`config.mk`:
```
export PLATFORM = sky130hd
export DESIGN_NAME = gemm_lane_sequencer
export DESIGN_NICKNAME = d
export VERILOG_FILES = /design/src/rtl/gemm_pkg.sv /design/src/rtl/gemm_mac_lane.sv /design/src/rtl/gemm_lane_sequencer.sv
export SDC_FILE = /design/constraint.sdc
export NUM_CORES = 2
export LEC_CHECK = 0
export ABC_AREA = 1
export BUFFER_PORTS_ARGS = -buffer_cell sky130_fd_sc_hd__buf_2
export CORE_UTILIZATION = 35
export CTS_CLUSTER_DIAMETER = 200
export DETAILED_ROUTE_END_ITERATION = 8
export GPL_TIMING_DRIVEN = 1
export PLACE_DENSITY_LB_ADDON = 0.1
export SYNTH_ARGS = -nofsm -noshare
export SYNTH_HDL_FRONTEND = slang
export SYNTH_SLANG_ARGS = --single-unit
```
`constraint.sdc`:
```
create_clock -name clk_i -period 35.8 [get_ports clk_i]
set_input_delay 7.16 -clock clk_i [delete_from_list [all_inputs] [get_ports clk_i]]
set_output_delay 7.16 -clock clk_i [all_outputs]
set_load 0.01 [all_outputs]
```
`src/rtl/gemm_pkg.sv`:
```
// Shared types and helpers for the GEMM lane sequencer.
package gemm_pkg;

    typedef enum logic [1:0] {
        ST_IDLE  = 2'd0,
        ST_RUN   = 2'd1,
        ST_DRAIN = 2'd2,
        ST_DONE  = 2'd3
    } gemm_state_e;

    function automatic logic [31:0] ceil_div(input logic [31:0] num, input logic [31:0] den);
        ceil_div = (num + den - 32'd1) / den;
    endfunction

endpackage

```
`src/rtl/gemm_mac_lane.sv`:
```
// One output column: extend, multiply and accumulate a single A x B_l product per cycle.
module gemm_mac_lane #(
    parameter int unsigned DataWidthA = 8,
    parameter int unsigned DataWidthB = 8,
    parameter int unsigned DataWidthC = 32
) (
    input  logic                  clk_i,
    input  logic                  rst_i,
    input  logic                  en_i,
    input  logic                  k_first_i,
    input  logic                  signed_i,
    input  logic [DataWidthA-1:0] a_i,
    input  logic [DataWidthB-1:0] b_i,
    output logic [DataWidthC-1:0] sum_o
);

    logic [DataWidthC-1:0] a_ext_s;
    logic [DataWidthC-1:0] b_ext_s;
    logic [DataWidthC-1:0] prod_s;
    logic [DataWidthC-1:0] acc_d;
    logic [DataWidthC-1:0] acc_q;

    // Truncated product of the extended operands is the exact result modulo 2^DataWidthC.
    always_comb begin
        if (signed_i) begin
            a_ext_s = {{(DataWidthC-DataWidthA){a_i[DataWidthA-1]}}, a_i};
            b_ext_s = {{(DataWidthC-DataWidthB){b_i[DataWidthB-1]}}, b_i};
        end else begin
            a_ext_s = {{(DataWidthC-DataWidthA){1'b0}}, a_i};
            b_ext_s = {{(DataWidthC-DataWidthB){1'b0}}, b_i};
        end
        prod_s = a_ext_s * b_ext_s;
        if (k_first_i) begin
            sum_o = prod_s;
        end else begin
            sum_o = acc_q + prod_s;
        end
        if (en_i) begin
            acc_d = sum_o;
        end else begin
            acc_d = acc_q;
        end
    end

    always_ff @(posedge clk_i or posedge rst_i) begin
        if (rst_i) begin
            acc_q <= {DataWidthC{1'b0}};
        end else begin
            acc_q <= acc_d;
        end
    end

endmodule

```
`src/rtl/gemm_lane_sequencer.sv`:
```
// Output-stationary GEMM sequencer: walks m/t/k, drives A/B/C SRAMs and NumLanes MAC lanes.
module gemm_lane_sequencer
    import gemm_pkg::*;
#(
    parameter int unsigned DataWidthA     = 8,
    parameter int unsigned DataWidthB     = 8,
    parameter int unsigned DataWidthC     = 32,
    parameter int unsigned NumLanes       = 4,
    parameter int unsigned SizeWidth      = 12,
    parameter int unsigned SRAMAddrWidthA = 12,
    parameter int unsigned SRAMAddrWidthB = 12,
    parameter int unsigned SRAMAddrWidthC = 12
) (
    input  logic                           clk_i,
    input  logic                           rst_i,
    input  logic                           start_i,
    input  logic                           signed_i,
    input  logic [SizeWidth-1:0]           M_size_i,
    input  logic [SizeWidth-1:0]           K_size_i,
    input  logic [SizeWidth-1:0]           N_size_i,
    output logic [SRAMAddrWidthA-1:0]      sram_a_addr_o,
    input  logic [DataWidthA-1:0]          sram_a_rdata_i,
    output logic [SRAMAddrWidthB-1:0]      sram_b_addr_o,
    input  logic [NumLanes*DataWidthB-1:0] sram_b_rdata_i,
    output logic [SRAMAddrWidthC-1:0]      sram_c_addr_o,
    output logic [NumLanes*DataWidthC-1:0] sram_c_wdata_o,
    output logic                           sram_c_we_o,
    output logic [NumLanes-1:0]            sram_c_lane_en_o,
    output logic                           busy_o,
    output logic                           done_o,
    output logic [31:0]                    perf_cycles_o
);

    localparam logic [SizeWidth-1:0] SizeZero = {SizeWidth{1'b0}};
    localparam logic [SizeWidth-1:0] SizeOne  = {{(SizeWidth-1){1'b0}}, 1'b1};
    localparam logic [SizeWidth:0]   ColStep  = (SizeWidth+1)'(NumLanes);

    gemm_state_e state_q, state_d;
    logic                      signed_q, signed_d;
    logic [SizeWidth-1:0]      m_size_q, m_size_d, k_size_q, k_size_d, n_size_q, n_size_d;
    logic [SizeWidth-1:0]      nt_q, nt_d;
    logic [SizeWidth-1:0]      m_q, m_d, t_q, t_d, k_q, k_d;
    logic [SRAMAddrWidthA-1:0] a_addr_q, a_addr_d, a_row_q, a_row_d;
    logic [SRAMAddrWidthB-1:0] b_addr_q, b_addr_d, b_tile_q, b_tile_d;
    logic [SRAMAddrWidthC-1:0] c_addr_q, c_addr_d;
    logic [SizeWidth:0]        col_iss_q, col_iss_d, col_q, col_d;
    logic                      vld_q, vld_d, first_q, first_d, last_q, last_d;
    logic [31:0]               perf_q, perf_d;
    logic [DataWidthC-1:0]     lane_sum_s [NumLanes];
    logic [NumLanes-1:0]       lane_en_s;
    logic [NumLanes*DataWidthC-1:0] wdata_s;

    assign busy_o           = (state_q == ST_RUN) || (state_q == ST_DRAIN);
    assign done_o           = (state_q == ST_DONE);
    assign sram_c_we_o      = vld_q & last_q;
    assign sram_a_addr_o    = a_addr_q;
    assign sram_b_addr_o    = b_addr_q;
    assign sram_c_addr_o    = c_addr_q;
    assign sram_c_lane_en_o = lane_en_s;
    assign sram_c_wdata_o   = wdata_s;
    assign perf_cycles_o    = perf_q;

    // Next-state: FSM, loop counters and incremental addresses; the issue stage is delayed
    // one cycle (vld/first/last/col) to line up with the SRAM read latency.
    always_comb begin
        state_d   = state_q;
        signed_d  = signed_q;
        m_size_d  = m_size_q;
        k_size_d  = k_size_q;
        n_size_d  = n_size_q;
        nt_d      = nt_q;
        m_d       = m_q;
        t_d       = t_q;
        k_d       = k_q;
        a_addr_d  = a_addr_q;
        a_row_d   = a_row_q;
        b_addr_d  = b_addr_q;
        b_tile_d  = b_tile_q;
        col_iss_d = col_iss_q;
        col_d     = col_q;
        vld_d     = 1'b0;
        first_d   = first_q;
        last_d    = last_q;
        if (sram_c_we_o) begin
            c_addr_d = c_addr_q + SRAMAddrWidthC'(1);
        end else begin
            c_addr_d = c_addr_q;
        end
        if (busy_o) begin
            perf_d = perf_q + 32'd1;
        end else begin
            perf_d = perf_q;
        end
        case (state_q)
            ST_IDLE: begin
                if (start_i) begin
                    signed_d  = signed_i;
                    m_size_d  = M_size_i;
                    k_size_d  = K_size_i;
                    n_size_d  = N_size_i;
                    nt_d      = SizeWidth'(ceil_div(32'(N_size_i), 32'(NumLanes)));
                    m_d       = SizeZero;
                    t_d       = SizeZero;
                    k_d       = SizeZero;
                    a_addr_d  = {SRAMAddrWidthA{1'b0}};
                    a_row_d   = {SRAMAddrWidthA{1'b0}};
                    b_addr_d  = {SRAMAddrWidthB{1'b0}};
                    b_tile_d  = {SRAMAddrWidthB{1'b0}};
                    c_addr_d  = {SRAMAddrWidthC{1'b0}};
                    col_iss_d = {(SizeWidth+1){1'b0}};
                    perf_d    = 32'd0;
                    if ((M_size_i == SizeZero) || (K_size_i == SizeZero) || (N_size_i == SizeZero)) begin
                        state_d = ST_DONE;
                    end else begin
                        state_d = ST_RUN;
                    end
                end else begin
                    state_d = ST_IDLE;
                end
            end
            ST_RUN: begin
                vld_d   = 1'b1;
                first_d = (k_q == SizeZero);
                last_d  = (k_q == k_size_q - SizeOne);
                col_d   = col_iss_q;
                if (k_q != k_size_q - SizeOne) begin
                    k_d      = k_q + SizeOne;
                    a_addr_d = a_addr_q + SRAMAddrWidthA'(1);
                    b_addr_d = b_addr_q + SRAMAddrWidthB'(nt_q);
                end else if (t_q != nt_q - SizeOne) begin
                    k_d       = SizeZero;
                    t_d       = t_q + SizeOne;
                    a_addr_d  = a_row_q;
                    b_tile_d  = b_tile_q + SRAMAddrWidthB'(1);
                    b_addr_d  = b_tile_q + SRAMAddrWidthB'(1);
                    col_iss_d = col_iss_q + ColStep;
                end else if (m_q != m_size_q - SizeOne) begin
                    k_d       = SizeZero;
                    t_d       = SizeZero;
                    m_d       = m_q + SizeOne;
                    a_row_d   = a_row_q + SRAMAddrWidthA'(k_size_q);
                    a_addr_d  = a_row_q + SRAMAddrWidthA'(k_size_q);
                    b_tile_d  = {SRAMAddrWidthB{1'b0}};
                    b_addr_d  = {SRAMAddrWidthB{1'b0}};
                    col_iss_d = {(SizeWidth+1){1'b0}};
                end else begin
                    state_d = ST_DRAIN;
                end
            end
            ST_DRAIN: state_d = ST_DONE;
            ST_DONE:  state_d = ST_IDLE;
            default:  state_d = ST_IDLE;
        endcase
    end

    // State and pipeline registers.
    always_ff @(posedge clk_i or posedge rst_i) begin
        if (rst_i) begin
            state_q   <= ST_IDLE;
            signed_q  <= 1'b0;
            m_size_q  <= SizeZero;
            k_size_q  <= SizeZero;
            n_size_q  <= SizeZero;
            nt_q      <= SizeZero;
            m_q       <= SizeZero;
            t_q       <= SizeZero;
            k_q       <= SizeZero;
            a_addr_q  <= {SRAMAddrWidthA{1'b0}};
            a_row_q   <= {SRAMAddrWidthA{1'b0}};
            b_addr_q  <= {SRAMAddrWidthB{1'b0}};
            b_tile_q  <= {SRAMAddrWidthB{1'b0}};
            c_addr_q  <= {SRAMAddrWidthC{1'b0}};
            col_iss_q <= {(SizeWidth+1){1'b0}};
            col_q     <= {(SizeWidth+1){1'b0}};
            vld_q     <= 1'b0;
            first_q   <= 1'b0;
            last_q    <= 1'b0;
            perf_q    <= 32'd0;
        end else begin
            state_q   <= state_d;
            signed_q  <= signed_d;
            m_size_q  <= m_size_d;
            k_size_q  <= k_size_d;
            n_size_q  <= n_size_d;
            nt_q      <= nt_d;
            m_q       <= m_d;
            t_q       <= t_d;
            k_q       <= k_d;
            a_addr_q  <= a_addr_d;
            a_row_q   <= a_row_d;
            b_addr_q  <= b_addr_d;
            b_tile_q  <= b_tile_d;
            c_addr_q  <= c_addr_d;
            col_iss_q <= col_iss_d;
            col_q     <= col_d;
            vld_q     <= vld_d;
            first_q   <= first_d;
            last_q    <= last_d;
            perf_q    <= perf_d;
        end
    end

    for (genvar l = 0; l < NumLanes; l++) begin : g_lane
        gemm_mac_lane #(
            .DataWidthA(DataWidthA),
            .DataWidthB(DataWidthB),
            .DataWidthC(DataWidthC)
        ) u_lane (
            .clk_i    (clk_i),
            .rst_i    (rst_i),
            .en_i     (vld_q),
            .k_first_i(first_q),
            .signed_i (signed_q),
            .a_i      (sram_a_rdata_i),
            .b_i      (sram_b_rdata_i[l*DataWidthB +: DataWidthB]),
            .sum_o    (lane_sum_s[l])
        );
    end

    // Write masking: lanes past column N-1 of the last tile stay silent.
    always_comb begin
        lane_en_s = {NumLanes{1'b0}};
        wdata_s   = {(NumLanes*DataWidthC){1'b0}};
        for (int l = 0; l < NumLanes; l++) begin
            if (sram_c_we_o && ((32'(col_q) + 32'(l)) < 32'(n_size_q))) begin
                lane_en_s[l]                   = 1'b1;
                wdata_s[l*DataWidthC +: DataWidthC] = lane_sum_s[l];
            end else begin
                lane_en_s[l] = 1'b0;
            end
        end
    end

endmodule

```
# Yosys cells after proc, flatten, opt, wreduce, memory -nomap -nowiden
# Cells that the tools add are included.
[word_totals] reg_bits=336 in_bits=80 out_inout_bits=203
[classes] addsub=22 mul=4 magnitude_cmp=4 n_eq_ne=14 mux=59 n_bitwise=1 n_reduce_logical=18
[ops] operator="$mux 32" n=16
[ops] operator="$mux 12" n=20
[ops] operator="$pmux 12 s2" n=7
[ops] operator="$add 32x32->32" n=4
[ops] operator="$mul 32x32->32" n=4
[ops] operator="$add 12x1->12 const B" n=6
[ops] operator="$mux 13" n=4
[ops] operator="$logic_not 12->1" n=4
[ops] operator="$lt 14x12->1" n=3
[ops] operator="$ne 12x12->1" n=3
[ops] operator="$sub 12x1->12 const B" n=3
[ops] operator="$add 32x1->32 const B" n=1
[ops] operator="$add 13x2->14 const B" n=2
[ops] operator="$pmux 13 s2" n=1
[ops] operator="$add 12x12->12" n=2
[ops] operator="$add 13x1->14 const B" n=1
[ops] operator="$sub 13x1->14 const B" n=1
[ops] operator="$add 12x3->13 const B" n=1
[ops] operator="$add 13x3->13 const B" n=1
[ops] operator="$lt 13x12->1" n=1
[ops] operator="$eq 12x12->1" n=1
[ops] operator="$mux 2" n=5
[ops] operator="$ne 2x2->1 const B" n=4
[ops] operator="$pmux 2 s4" n=1
[ops] operator="15 further kinds" n=26

# Logic depth before layout (Yosys ltp)
[logic_depth] word_depth=6 mapped_depth=49 mapped_depth_nobuf=48

# Hierarchy
# From an unflattened synthesis, not the netlist that was laid out.
[unflattened] hier_cells=9290 hier_area_um2=65058.6
[by_module_without_submodules] module="gemm_lane_sequencer" n_inst=1 cells_per_inst=2285 area_per_inst_um2=15162.0 seq_area_each_um2=5079.9
[by_module_without_submodules] module="gemm_mac_lane at g_lane[0].u_lane" n_inst=1 cells_per_inst=1838 area_per_inst_um2=12782.3 seq_area_each_um2=800.8
[by_module_without_submodules] module="gemm_mac_lane at g_lane[3].u_lane" n_inst=1 cells_per_inst=1743 area_per_inst_um2=12494.5 seq_area_each_um2=800.8
[by_module_without_submodules] module="gemm_mac_lane at g_lane[2].u_lane" n_inst=1 cells_per_inst=1716 area_per_inst_um2=12369.4 seq_area_each_um2=800.8
[by_module_without_submodules] module="gemm_mac_lane at g_lane[1].u_lane" n_inst=1 cells_per_inst=1708 area_per_inst_um2=12250.5 seq_area_each_um2=800.8

# Least setup slack after synthesis
# OpenSTA, ideal clock, no wires.
[synth_path] path_kind="input to output" from="input sram_a_rdata_i[7]" to="output sram_c_wdata_o[31]" arrival_ns=15.324 required_ns=28.640 setup_slack_ns=13.316 stages=34 cell_sequence="clkbuf_1 > nand2_1 > inv_1 > clkbuf_1 > nand2_1 > fa_1 > fa_1 > inv_1 > fa_1 > inv_1 > fa_1 > inv_1 > fa_1 > inv_1 > fa_1 > fa_1 > fa_1 > ha_1 > a21o_1 > nor2_1 > a21boi_0 > nand4_1 > and2_1 > ha_1 > nand2_1 > inv_1 > nand2_1 > nor4_1 > nand3_1 > nand3_1 > nand2_1 > nor2_1 > nand2_1 > a21oi_1"
[synth_between] elab_chain_len=5
[synth_rtl] item="from (decl)" line="gemm_lane_sequencer.sv:22" text="input logic [DataWidthA-1:0] sram_a_rdata_i,"
[synth_rtl] item="$mux 32 (*)" line="gemm_mac_lane.sv:25" text="if (signed_i) begin"
[synth_rtl] item="$mul 32x32->32 (*)" line="gemm_mac_lane.sv:32" text="prod_s = a_ext_s * b_ext_s;"
[synth_rtl] item="$add 32x32->32" line="gemm_mac_lane.sv:36" text="sum_o = acc_q + prod_s;"
[synth_rtl] item="$mux 32 (*)" line="gemm_mac_lane.sv:33" text="if (k_first_i) begin"
[synth_rtl] item="$mux 32 (*)" line="gemm_lane_sequencer.sv:225" text="if (sram_c_we_o && ((32'(col_q) + 32'(l)) < 32'(n_size_q))) begin"
[synth_rtl] item="to (decl)" line="gemm_lane_sequencer.sv:26" text="output logic [NumLanes*DataWidthC-1:0] sram_c_wdata_o,"
# Mark *: on every way between the ends. The rest lies on a longest branch, timed or not.

# Worst setup path in the final report
[layout_path] from="input sram_a_rdata_i[7]" to="output sram_c_wdata_o[92]"
# The elaborated chain is that of the path after synthesis.

==> impl_metrics.py <==
metrics = {
    "die": {
        "dieWidth_um": 423,
        "num_rows": 154,
        "fp.coreArea_um2": 176000,
        "die_area_um2": 179000,
        "io_pins": 283,
        "initial_utilization": 0.352,
        "dieHeight_um": 423,
    },
    "logic_synthesis": {
        "synth_cell_type_count": 57,
        "synth-warning-count": 0,
        "postSynthAreaPerCell_um2": 7.27,
        "synth.yosys.seq_area_share": 0.134,
        "synth-edff-count": 0,
        "synthesis.area_um2": 62000,
        "post_synth_inst_count": 8533,
        "synth-seq-cells": 331,
        "post_synth_main_area_contributors": "sky130_fd_sc_hd__fa_1 25%, sky130_fd_sc_hd__ha_1 14%, sky130_fd_sc_hd__dfrtp_1 13%, sky130_fd_sc_hd__nand2_1 12%, sky130_fd_sc_hd__inv_1 9.5%",
        "post-synth-top-area-fraction": 0.249,
        "yosys.cell_count.top_type": "sky130_fd_sc_hd__nand2_1",
        "dominantRegCellSynth": "sky130_fd_sc_hd__dfrtp_1",
        "number_of_nets_produced_by_synthesis": 10052,
        "yosysTopAreaCell": "sky130_fd_sc_hd__fa_1",
        "async_flop_share": 1.00,
        "synth.top_cells.by_count": "2,043 x sky130_fd_sc_hd__nand2_1, 1,577 x sky130_fd_sc_hd__inv_1, 770 x sky130_fd_sc_hd__fa_1, 745 x sky130_fd_sc_hd__nor2_1, 669 x sky130_fd_sc_hd__ha_1",
    },
    "critical_path": {
        "crit_path_max_incr_delay_ns": 0.87,
        "r2r-start": "signed_q",
        "timing.setup.critical_path_class": "input port to output port",
        "worst_endpoint_data_arrival_time_ns": 17.47,
        "cp_common_cell": "sky130_fd_sc_hd__fa_1",
        "timing.critical_path.required_ns": 28.64,
        "r2r_cells": 32,
        "startpoint_type": "input port",
        "launch_point_of_the_worst_path": "sram_a_rdata_i[7]",
        "slowest_stage": "sky130_fd_sc_hd__fa_1",
        "path_max_fanout": 34,
        "critPathCaptureType": "output port",
    },
    "clocking": {
        "cts_setup_buffers": 0,
        "post_cts_resized": 0,
        "cts_tree": "done",
        "cts_max_path_buffers": 3,
        "htreeDepth": 2,
        "later_pin_clock_latency_in_the_skew_report_ns": 0.71,
        "worst_setup_hold_path_clk_slew_ns": 0.06,
        "buffer_cell_driving_the_clock_tree_root": "sky130_fd_sc_hd__clkbuf_16",
        "cts.sink_count": 331,
        "cts_buffers": 51,
        "cts_hold_buffers": 0,
    },
    "final_layout": {
        "drive_gt1_frac": 0.0572,
        "layout.nets": 10202,
        "post_route_non_filler_standard_cell_count": 11074,
        "area_growth_syn_to_layout_pct": 8.92,
        "final_area_um2": 67500,
    },
    "placed_design": {
        "placed_cell_area_um2": 65700,
        "dp_cells": 10970,
        "routabilityCongestion": 0.955,
        "io_buffer_count": 282,
        "detailed_place_hpwl_um": 184000,
    },
    "timing": {
        "rsz0062_at_grt": "no",
        "drv_slew": 0,
        "layout_worst_path_cycle_share": 0.688,
        "timing.fmax_mhz": 40.6,
        "relSlewSlack": 0.220,
        "final-hold-violation-count": 0,
        "period_minus_slack_ns": 24.63,
        "setup_total_negative_slack_ns": 0,
        "timing.final.setup_violations": 0,
        "tightestPinTransition_ns": 1.17,
        "final.setup_skew_ns": 0.0640,
    },
    "drt": {
        "ant_nets": 0,
        "detail_route.vias_per_cell": 4.99,
        "dr.pass1.iters": 6,
        "wirelength_um": 218000,
        "route.detailed.drc": 0,
        "detailedRoute.firstIterationViolations": 3607,
        "route.detailed.wl_per_inst_um": 19.7,
        "routed-via-count": 55252,
    },
    "global_routing": {
        "grt_start_max_net_pins": 97,
        "gr-total-overflow": 0,
        "grt_first_pass_wirelength_um": 339000,
        "antenna_found_initial": 21,
        "track_usage": 0.244,
        "number_of_global_route_vias_before_repair": 56369,
    },
    "worst_hold_path": {
        "worst_hold_startpoint": "sram_c_addr_o[11]",
        "hp-class": "register to register",
        "timing.hold.worst_path_depth": 1,
    },
    "job": {
        "max_cap_viol_count": 0,
    },
    "status": {
        "status": "completed",
    },
}
[placed cells by master (no fill, tap or decap), types with 13 or more instances in the layout]
master / n
sky130_fd_sc_hd__nor2_1: 745
sky130_fd_sc_hd__buf_2: 282
sky130_fd_sc_hd__nand4_1: 135
sky130_fd_sc_hd__o21ai_1: 20
sky130_fd_sc_hd__nor3_1: 92
sky130_fd_sc_hd__dfrtp_1: 329
sky130_fd_sc_hd__nand3_1: 541
sky130_fd_sc_hd__o21bai_1: 51
sky130_fd_sc_hd__ha_1: 668
sky130_fd_sc_hd__and2_1: 13
sky130_fd_sc_hd__or2_2: 36
sky130_fd_sc_hd__buf_4: 43
sky130_fd_sc_hd__inv_1: 1575
sky130_fd_sc_hd__nand2_1: 2042
sky130_fd_sc_hd__a21oi_1: 439
sky130_fd_sc_hd__nor4_1: 28
sky130_fd_sc_hd__a31oi_1: 39
sky130_fd_sc_hd__a21boi_0: 26
sky130_fd_sc_hd__nand3b_1: 19
sky130_fd_sc_hd__a21o_1: 23
sky130_fd_sc_hd__xor2_1: 143
sky130_fd_sc_hd__clkbuf_16: 51
sky130_fd_sc_hd__fa_1: 770
sky130_fd_sc_hd__o21ai_0: 392
sky130_fd_sc_hd__xnor2_1: 72
[sequential cells by signal (all words and copies together) (netlist names), 12 cells and up]
name,cells
sram_b_addr_o,12
sram_a_addr_o,12
b_tile_q,12
sram_c_addr_o,12
m_size_q,12
g_lane.u_lane.acc_q,128
n_size_q,12
k_q,12
a_row_q,12
t_q,12
perf_cycles_o,32
k_size_q,12
m_q,12
[worst paths after layout]
kind,slack [ns],endpoint
min in group asynchronous,6.52,perf_cycles_o[5]
hold / removal,0.46,sram_c_addr_o[11]
setup / recovery,11.17,sram_c_wdata_o[92]
max in group asynchronous,26.41,g_lane[0].u_lane.acc_q[1]
setup reg to reg,25.20,g_lane[2].u_lane.acc_q[28]
hold reg to reg,0.46,sram_c_addr_o[11]
[logic make-up (layout without fill, tap and decap cells)]
family,Yosys count,count (layout),synth area share
flops,331,331,0.134
other cells,0,9,0
mux,4,4,0.000646
compound gates,1031,1031,0.0899
xor+xnor,215,215,0.0304
buf+inv,1817,2009,0.112
fa+ha+maj,1439,1439,0.384
simple gates,3696,3696,0.250
[layout make-up]
| cell class | count | area, um2 |
|---|---|---|
| fillers | 18920 | 109000 |
| multi-input cells | 6385 | 46800 |
| flip-flops and latches | 331 | 8290 |
| inverters | 1589 | 5980 |
| well taps | 2340 | 2930 |
| repair buffers | 325 | 1730 |
| clock buffers | 70 | 1460 |
| clock inverters | 25 | 302 |
| diodes | 9 | 22.5 |
[metrics by stage]
stage               setup WS (ns)   util  hold WS, ns
CTS                         11.16  0.383        0.471
floorplan                   13.32      -        0.450
detailed placement          11.23  0.373        0.461
finish                      11.17  0.383        0.465
global placement            11.19  0.373        0.452
global route                10.44  0.383        0.489
[metal layers]
metal	up-vias	routed length (um)	part of all wire	track usage
met3	192	9480	0.044	0.0259
met4	4	4790	0.022	0.0561
met5	-	27	0.00012	0
met1	26747	97700	0.45	0.331
li1	27084	-	-	-
met2	1225	106000	0.49	0.416
[worst max-delay path, delay by kind of cell]
kind,cells,cell delay [ns]
AOI/OAI and AO/OA,7,1.69
adders and majority gates,10,5.44
and+or+nand+nor,10,1.24
buffers and inverters,8,1.88
Power is left out: the tool's default activity adds up to more than one toggle a clock period on the data nets, which glitch-free logic cannot reach.
